<file path="src/rtl/uart_tx_cfg.sv">
// uart_tx_cfg
//   Parametrised asynchronous UART transmitter. Each frame is a start bit,
//   DATA_BITS data bits sent LSB first, an optional parity bit and STOP_BITS
//   stop bits. Every bit lasts DIV = (CLK_FREQ + BAUD/2) / BAUD clocks.
//
//   Optional feature macro: UART_TX_FIFO_EN
//     defined   : a FIFO_DEPTH-entry FIFO buffers words in front of the FSM,
//                 tx_ready = FIFO not full, fifo_level = occupancy
//     undefined : words are taken directly in IDLE, fifo_level tied to 0
//
// Ports
//   clk         system clock, rising edge
//   rst         asynchronous, active-high reset
//   tx_valid    producer has a word on tx_data
//   tx_data     word to send, LSB first
//   tx_ready    word is accepted this cycle when tx_valid is high
//   tx          registered serial line output, idle high
//   tx_busy     a frame is on the line
//   fifo_level  FIFO occupancy (0 without the FIFO)

module uart_tx_cfg #(
  parameter int unsigned CLK_FREQ   = 12000000,
  parameter int unsigned BAUD       = 115200,
  parameter int unsigned DATA_BITS  = 8,
  parameter int unsigned PARITY     = 0,
  parameter int unsigned STOP_BITS  = 1,
  parameter int unsigned FIFO_DEPTH = 16
) (
  input  logic                          clk,
  input  logic                          rst,
  input  logic                          tx_valid,
  input  logic [DATA_BITS-1:0]          tx_data,
  output logic                          tx_ready,
  output logic                          tx,
  output logic                          tx_busy,
  output logic [$clog2(FIFO_DEPTH):0]   fifo_level
);

  localparam int unsigned DIV      = (CLK_FREQ + BAUD / 2) / BAUD;
  localparam int unsigned STOP_LEN = STOP_BITS * DIV;
  localparam int unsigned CW       = (STOP_LEN > 1) ? $clog2(STOP_LEN) : 1;
  localparam int unsigned BW       = $clog2(DATA_BITS);
  // PARITY=3 (undefined) falls back to no parity.
  localparam bit          PAR_EN   = (PARITY == 1) || (PARITY == 2);
  localparam bit          PAR_ODD  = (PARITY == 1);

  localparam logic [CW-1:0] DIV_M1   = CW'(DIV - 1);
  localparam logic [CW-1:0] STOP_M1  = CW'(STOP_LEN - 1);
  localparam logic [BW-1:0] LAST_BIT = BW'(DATA_BITS - 1);

  // Elaboration-time parameter checks
  if (DATA_BITS < 5 || DATA_BITS > 9) begin : g_bad_data_bits
    $error("uart_tx_cfg: DATA_BITS must be in 5..9");
  end
  if (STOP_BITS < 1 || STOP_BITS > 2) begin : g_bad_stop_bits
    $error("uart_tx_cfg: STOP_BITS must be 1 or 2");
  end
  if (DIV < 2) begin : g_bad_div
    $error("uart_tx_cfg: CLK_FREQ/BAUD must give at least 2 clocks per bit");
  end

  typedef enum logic [2:0] {
    S_IDLE,
    S_START,
    S_DATA,
    S_PARITY,
    S_STOP
  } state_t;

  state_t                 state_q, state_d;
  logic [CW-1:0]          cnt_q, cnt_d;
  logic [BW-1:0]          bit_q, bit_d;
  logic [DATA_BITS-1:0]   shreg_q, shreg_d;
  logic                   par_q, par_d;
  logic                   tx_q, tx_d;
  logic                   rdy_en_q;

  // Word source for the FSM: direct from the port or from the FIFO head.
  logic                   load_req;
  logic [DATA_BITS-1:0]   load_word;

`ifdef UART_TX_FIFO_EN
  localparam int unsigned PW = $clog2(FIFO_DEPTH);
  localparam int unsigned LW = PW + 1;

  if (FIFO_DEPTH < 2 || (FIFO_DEPTH & (FIFO_DEPTH - 1)) != 0) begin : g_bad_depth
    $error("uart_tx_cfg: FIFO_DEPTH must be a power of 2 >= 2");
  end

  logic [DATA_BITS-1:0] mem [FIFO_DEPTH];
  logic [PW-1:0]        wr_ptr, rd_ptr;
  logic [LW-1:0]        level;
  logic                 push, pop, full, empty;

  // Full/empty come from the level counter; the pointers simply wrap.
  assign full      = (level == LW'(FIFO_DEPTH));
  assign empty     = (level == '0);
  assign tx_ready  = rdy_en_q && !full;
  assign push      = tx_valid && tx_ready;
  assign pop       = (state_q == S_IDLE) && !empty;
  assign load_req  = pop;
  assign load_word = mem[rd_ptr];
  assign fifo_level = level;

  always_ff @(posedge clk) begin
    if (push) begin
      mem[wr_ptr] <= tx_data;
    end
  end

  always_ff @(posedge clk or posedge rst) begin
    if (rst) begin
      wr_ptr <= '0;
      rd_ptr <= '0;
      level  <= '0;
    end else begin
      if (push) begin
        wr_ptr <= wr_ptr + 1'b1;
      end
      if (pop) begin
        rd_ptr <= rd_ptr + 1'b1;
      end
      case ({push, pop})
        2'b10:   level <= level + 1'b1;
        2'b01:   level <= level - 1'b1;
        default: level <= level;
      endcase
    end
  end
`else
  assign tx_ready   = rdy_en_q && (state_q == S_IDLE);
  assign load_req   = tx_valid && tx_ready;
  assign load_word  = tx_data;
  assign fifo_level = '0;
`endif

  assign tx      = tx_q;
  assign tx_busy = (state_q != S_IDLE);

  // Next-state and datapath. tx_d is the line value for the state being
  // entered, so the registered line changes on the same edge as the state.
  always_comb begin
    state_d = state_q;
    cnt_d   = cnt_q + 1'b1;
    bit_d   = bit_q;
    shreg_d = shreg_q;
    par_d   = par_q;
    tx_d    = tx_q;

    case (state_q)
      S_IDLE: begin
        cnt_d = '0;
        tx_d  = 1'b1;
        if (load_req) begin
          state_d = S_START;
          tx_d    = 1'b0;
          shreg_d = load_word;
          par_d   = PAR_ODD ? ~(^load_word) : ^load_word;
          bit_d   = '0;
        end
      end

      S_START: begin
        if (cnt_q == DIV_M1) begin
          state_d = S_DATA;
          cnt_d   = '0;
          tx_d    = shreg_q[0];
        end
      end

      S_DATA: begin
        if (cnt_q == DIV_M1) begin
          cnt_d = '0;
          if (bit_q == LAST_BIT) begin
            if (PAR_EN) begin
              state_d = S_PARITY;
              tx_d    = par_q;
            end else begin
              state_d = S_STOP;
              tx_d    = 1'b1;
            end
          end else begin
            // shreg_q[0] is on the line; its successor is shreg_q[1].
            bit_d   = bit_q + 1'b1;
            shreg_d = shreg_q >> 1;
            tx_d    = shreg_q[1];
          end
        end
      end

      S_PARITY: begin
        if (cnt_q == DIV_M1) begin
          state_d = S_STOP;
          cnt_d   = '0;
          tx_d    = 1'b1;
        end
      end

      S_STOP: begin
        if (cnt_q == STOP_M1) begin
          state_d = S_IDLE;
          cnt_d   = '0;
          tx_d    = 1'b1;
        end
      end

      default: begin
        state_d = S_IDLE;
        cnt_d   = '0;
        tx_d    = 1'b1;
      end
    endcase
  end

  always_ff @(posedge clk or posedge rst) begin
    if (rst) begin
      state_q  <= S_IDLE;
      cnt_q    <= '0;
      bit_q    <= '0;
      shreg_q  <= '0;
      par_q    <= 1'b0;
      tx_q     <= 1'b1;
      rdy_en_q <= 1'b0;
    end else begin
      state_q  <= state_d;
      cnt_q    <= cnt_d;
      bit_q    <= bit_d;
      shreg_q  <= shreg_d;
      par_q    <= par_d;
      tx_q     <= tx_d;
      // Holds tx_ready low until the first edge after reset release.
      rdy_en_q <= 1'b1;
    end
  end

endmodule

</file>
<file path="config.mk">
export PLATFORM = sky130hd
export DESIGN_NAME = uart_tx_cfg
export DESIGN_NICKNAME = d
export VERILOG_FILES = /design/src/rtl/uart_tx_cfg.sv
export SDC_FILE = /design/constraint.sdc
export NUM_CORES = 1
export LEC_CHECK = 0
export ABC_AREA = 1
export BUFFER_PORTS_ARGS = -buffer_cell sky130_fd_sc_hd__buf_2
export CAP_MARGIN = 25
export CORE_ASPECT_RATIO = 0.8
export CORE_MARGIN = 4
export CORE_UTILIZATION = 55
export CTS_CLUSTER_SIZE = 30
export DETAILED_ROUTE_END_ITERATION = 7
export HOLD_SLACK_MARGIN = 0.02
export PLACE_DENSITY = 0.73
export SLEW_MARGIN = 25
export SYNTH_ARGS = -nofsm -noshare
export SYNTH_HDL_FRONTEND = slang
export SYNTH_SLANG_ARGS = --single-unit
</file>
<file path="constraint.sdc">
create_clock -name clk -period 1.7 [get_ports clk]
set_input_delay 0.085 -clock clk [delete_from_list [all_inputs] [get_ports clk]]
set_output_delay 0.085 -clock clk [all_outputs]
set_load 0.01 [all_outputs]
</file>
==> results.cfg <==
[status]
status = finished clean

[timing]
fin_crit_sh_pct = 92.0
setup_viol = 0
fin_crit_ps = 1560
final_hold_viol_count = 0
max_freq_mhz = 639
clock-skew-final_ps = 4.43
report.final.slew_viol_count = 0
setup_tns_ps = 0
rsz0062_at_grt = no

[setup_path]
arrival_ps = 1830
path_delay_family = simple AND/OR/NAND/NOR gates
path_cells = ha_1, ha_1, inv_1, nand3_4, nand2_2, buf_4, nand4_1, nand2_1
cp-startpoint = bit_q[0]
cp-start-kind = flop
path_buf_inv = 2
cpPeakStageDelay_ps = 420
worstSetupPathType = flop to flop
critPathMaxFanout = 11
required_ps = 1960
cp_slowest_cell = dfrtp_1
cpMostUsedCell = ha_1
r2r-start = bit_q[0]
endpoint_kind = flop

[yosys]
async_flop_share_pct = 100
synth_edf_count = 0
synth-main-ff-cell = dfrtp_1
netlist_instances = 171
yosys_warnings = 0
yosys.area.top_type = dfrtp_1
synth_most_common_cell = nand2_1
yosys-top-cells-count = nand2_1, dfrtp_1, nor2_1, nand3_1, nand4_1
synth_top_area_share_pct = 42.5
ys_seq_elements = 23
seq_area_frac_synth_pct = 44.5
ys_types = 22
syn_area_um2 = 1290
synth_area_per_cell_um2 = 7.57
synth_top_cells_by_area = dfrtp_1, nand2_1, nand4_1, nand3_1, nor2_1

[floorplanning]
ios = 19
rows = 15
chipWidth_um = 62.3
die_y_um = 51.4
start_util_pct = 59.0
die_area_um2 = 3200
core_area_um2 = 2200

[drt]
dr.pass1.iters = 4
vias = 1149
totalWireLength_um = 2720
drc = 0
wire_per_inst_um = 12.5
drt_iter0_markers = 65
ant_nets = 0
avgViaCountPerCell = 5.27

[clock_network]
clk_latency_ps = 310
cts_made_buffers = 3
clkSlewWorstSetupHoldPaths_ps = 130
cts_sinks = 23
cts_setup_buffers = 0
cts_tree = built
h-tree-depth = 1
ctsRootBufferMaster = clkbuf_4
cts_buffer_depth = 2

[layout]
fin_nets = 208
final_area_um2 = 1460
n_antenna_cell = 0
drive_gt1_share_pct = 16.6
syn2layout_area_growth_pct = 12.9
stdcell_count = 218

[min_path]
hold_start = tx_data[0]
hp-class = input pin to flop

[place]
port_buffers = 13
place.gp.congestion = 0.833
place_area_um2 = 1400
hpwl_um = 2050
placedCellCount = 211

[power]
internal_power_mw = 0.657
clock_power_share_pct = 30.5
leakage_nw = 0.817
power_mw = 0.852
seqPwrFrac_pct = 64.4
irDropWorstVdd_v = 0.000589
p_sw_mw = 0.196
swShare_pct = 23.0
power_density_nw_per_um2 = 583
p_comb_share_pct = 5.0

[grt]
grtUsageMet2_pct = 31.7
grt_pass1_wl_um = 4930
use_met1_pct = 25.6
grt_max_degree = 24
grt_pass1_vias = 1097
grtUsageTotal_pct = 19.2
busiest_layer = met2
met3_usage_pct = 4.40
antenna_found_initial = 0
grt_overflow = 0

[flow_run]
max_cap_violations = 0
==> cell type report <==
| cell class | count | area, um^2 |
|---|---|---|
| Fill cell | 190 | 733 |
| Multi-Input combinational cell | 127 | 609 |
| Sequential cell | 23 | 577 |
| Timing Repair Buffer | 25 | 163 |
| Inverter | 14 | 52.6 |
| Tap cell | 25 | 31.3 |
| Clock buffer | 3 | 22.5 |
| Clock inverter | 1 | 7.51 |
==> worst min-delay path, delay by kind of cell <==
kind | cells | cell delay (ps)
buffers and inverters | 1 | 80
and+or+nand+nor | 4 | 220
==> layout by cell type (no fill, tap or decap) <==
cell type | synthesis | final
clkbuf_4 | 0 | 3
nand2_2 | 1 | 1
conb_1 | 2 | 6
nand3_1 | 14 | 14
dfstp_2 | 1 | 1
nor3_1 | 2 | 2
nand4_1 | 14 | 14
xor2_1 | 1 | 1
a21oi_1 | 1 | 1
clkinvlp_4 | 0 | 1
o21ai_0 | 3 | 3
inv_1 | 13 | 13
buf_4 | 7 | 9
nand2_1 | 60 | 60
dfrtp_1 | 22 | 22
nor2_1 | 18 | 18
nand3_4 | 1 | 2
inv_2 | 1 | 1
nand3b_1 | 1 | 1
nor2_4 | 1 | 1
dlygate4sd3_1 | 0 | 3
buf_2 | 3 | 13
ha_1 | 3 | 3
==> per-stage QoR <==
step / hold WS, ps / utilization [%] / setup slack (ps)
final: 103 / 66.6 / 136
after global routing: 97.1 / 66.6 / 6.72
after CTS: 90.9 / 66.3 / 86.2
after detailed placement: 149 / 63.5 / 109
after global placement: 133 / 63.5 / 145
after floorplan: 86.2 / - / 267
==> power by group through the flow <==
stage	clock (mW)	combinational [mW]	sequential, mW
floorplan	0	0.0298	0.559
global placement	0	0.0372	0.559
detailed placement	0	0.0380	0.559
CTS	0.268	0.0434	0.549
global route	0.306	0.0494	0.550
finish	0.260	0.0430	0.549
==> kinds of logic after synthesis <==
group	count (synthesis)	synth area share (%)
AND/OR/NAND/NOR	113	39.6
buffers and inverters	25	10.1
flip-flops	23	44.5
AO/OA/AOI/OAI	4	1.55
adder cells (fa/ha/maj)	3	2.90
other	2	0.580
XOR/XNOR	1	0.676
==> final timing paths <==
check                              to  slack [ps]  cells after the start
setup reg to reg           shreg_q[3]         140                      8
hold / removal             shreg_q[0]         100                      5
min in group asynchronous    cnt_q[5]         340                      4
setup / recovery           shreg_q[3]         140                      8
hold reg to reg                    tx         480                      2
max in group asynchronous          tx        1080                      4
==> sequential cells by signal (all words and copies together) (netlist names) <==
signal and count:
shreg_q 8, cnt_q 7, bit_q 3, state_q 3, rdy_en_q 1, tx 1
==> what timing repair did <==
action                     in CTS  in global routing
hold buffers                    3                  0
setup endpoints to repair       0                 11
resized for setup               0                  1
hold endpoints to repair       24                  0
==> routing by layer <==
metal  part of all wire (%)  vias up
met3                    6.1        2
met4                   0.52        0
li1                       -      582
met2                     46       32
met5                      0        -
met1                     48      533
Power figures use the tool's default switching activity.
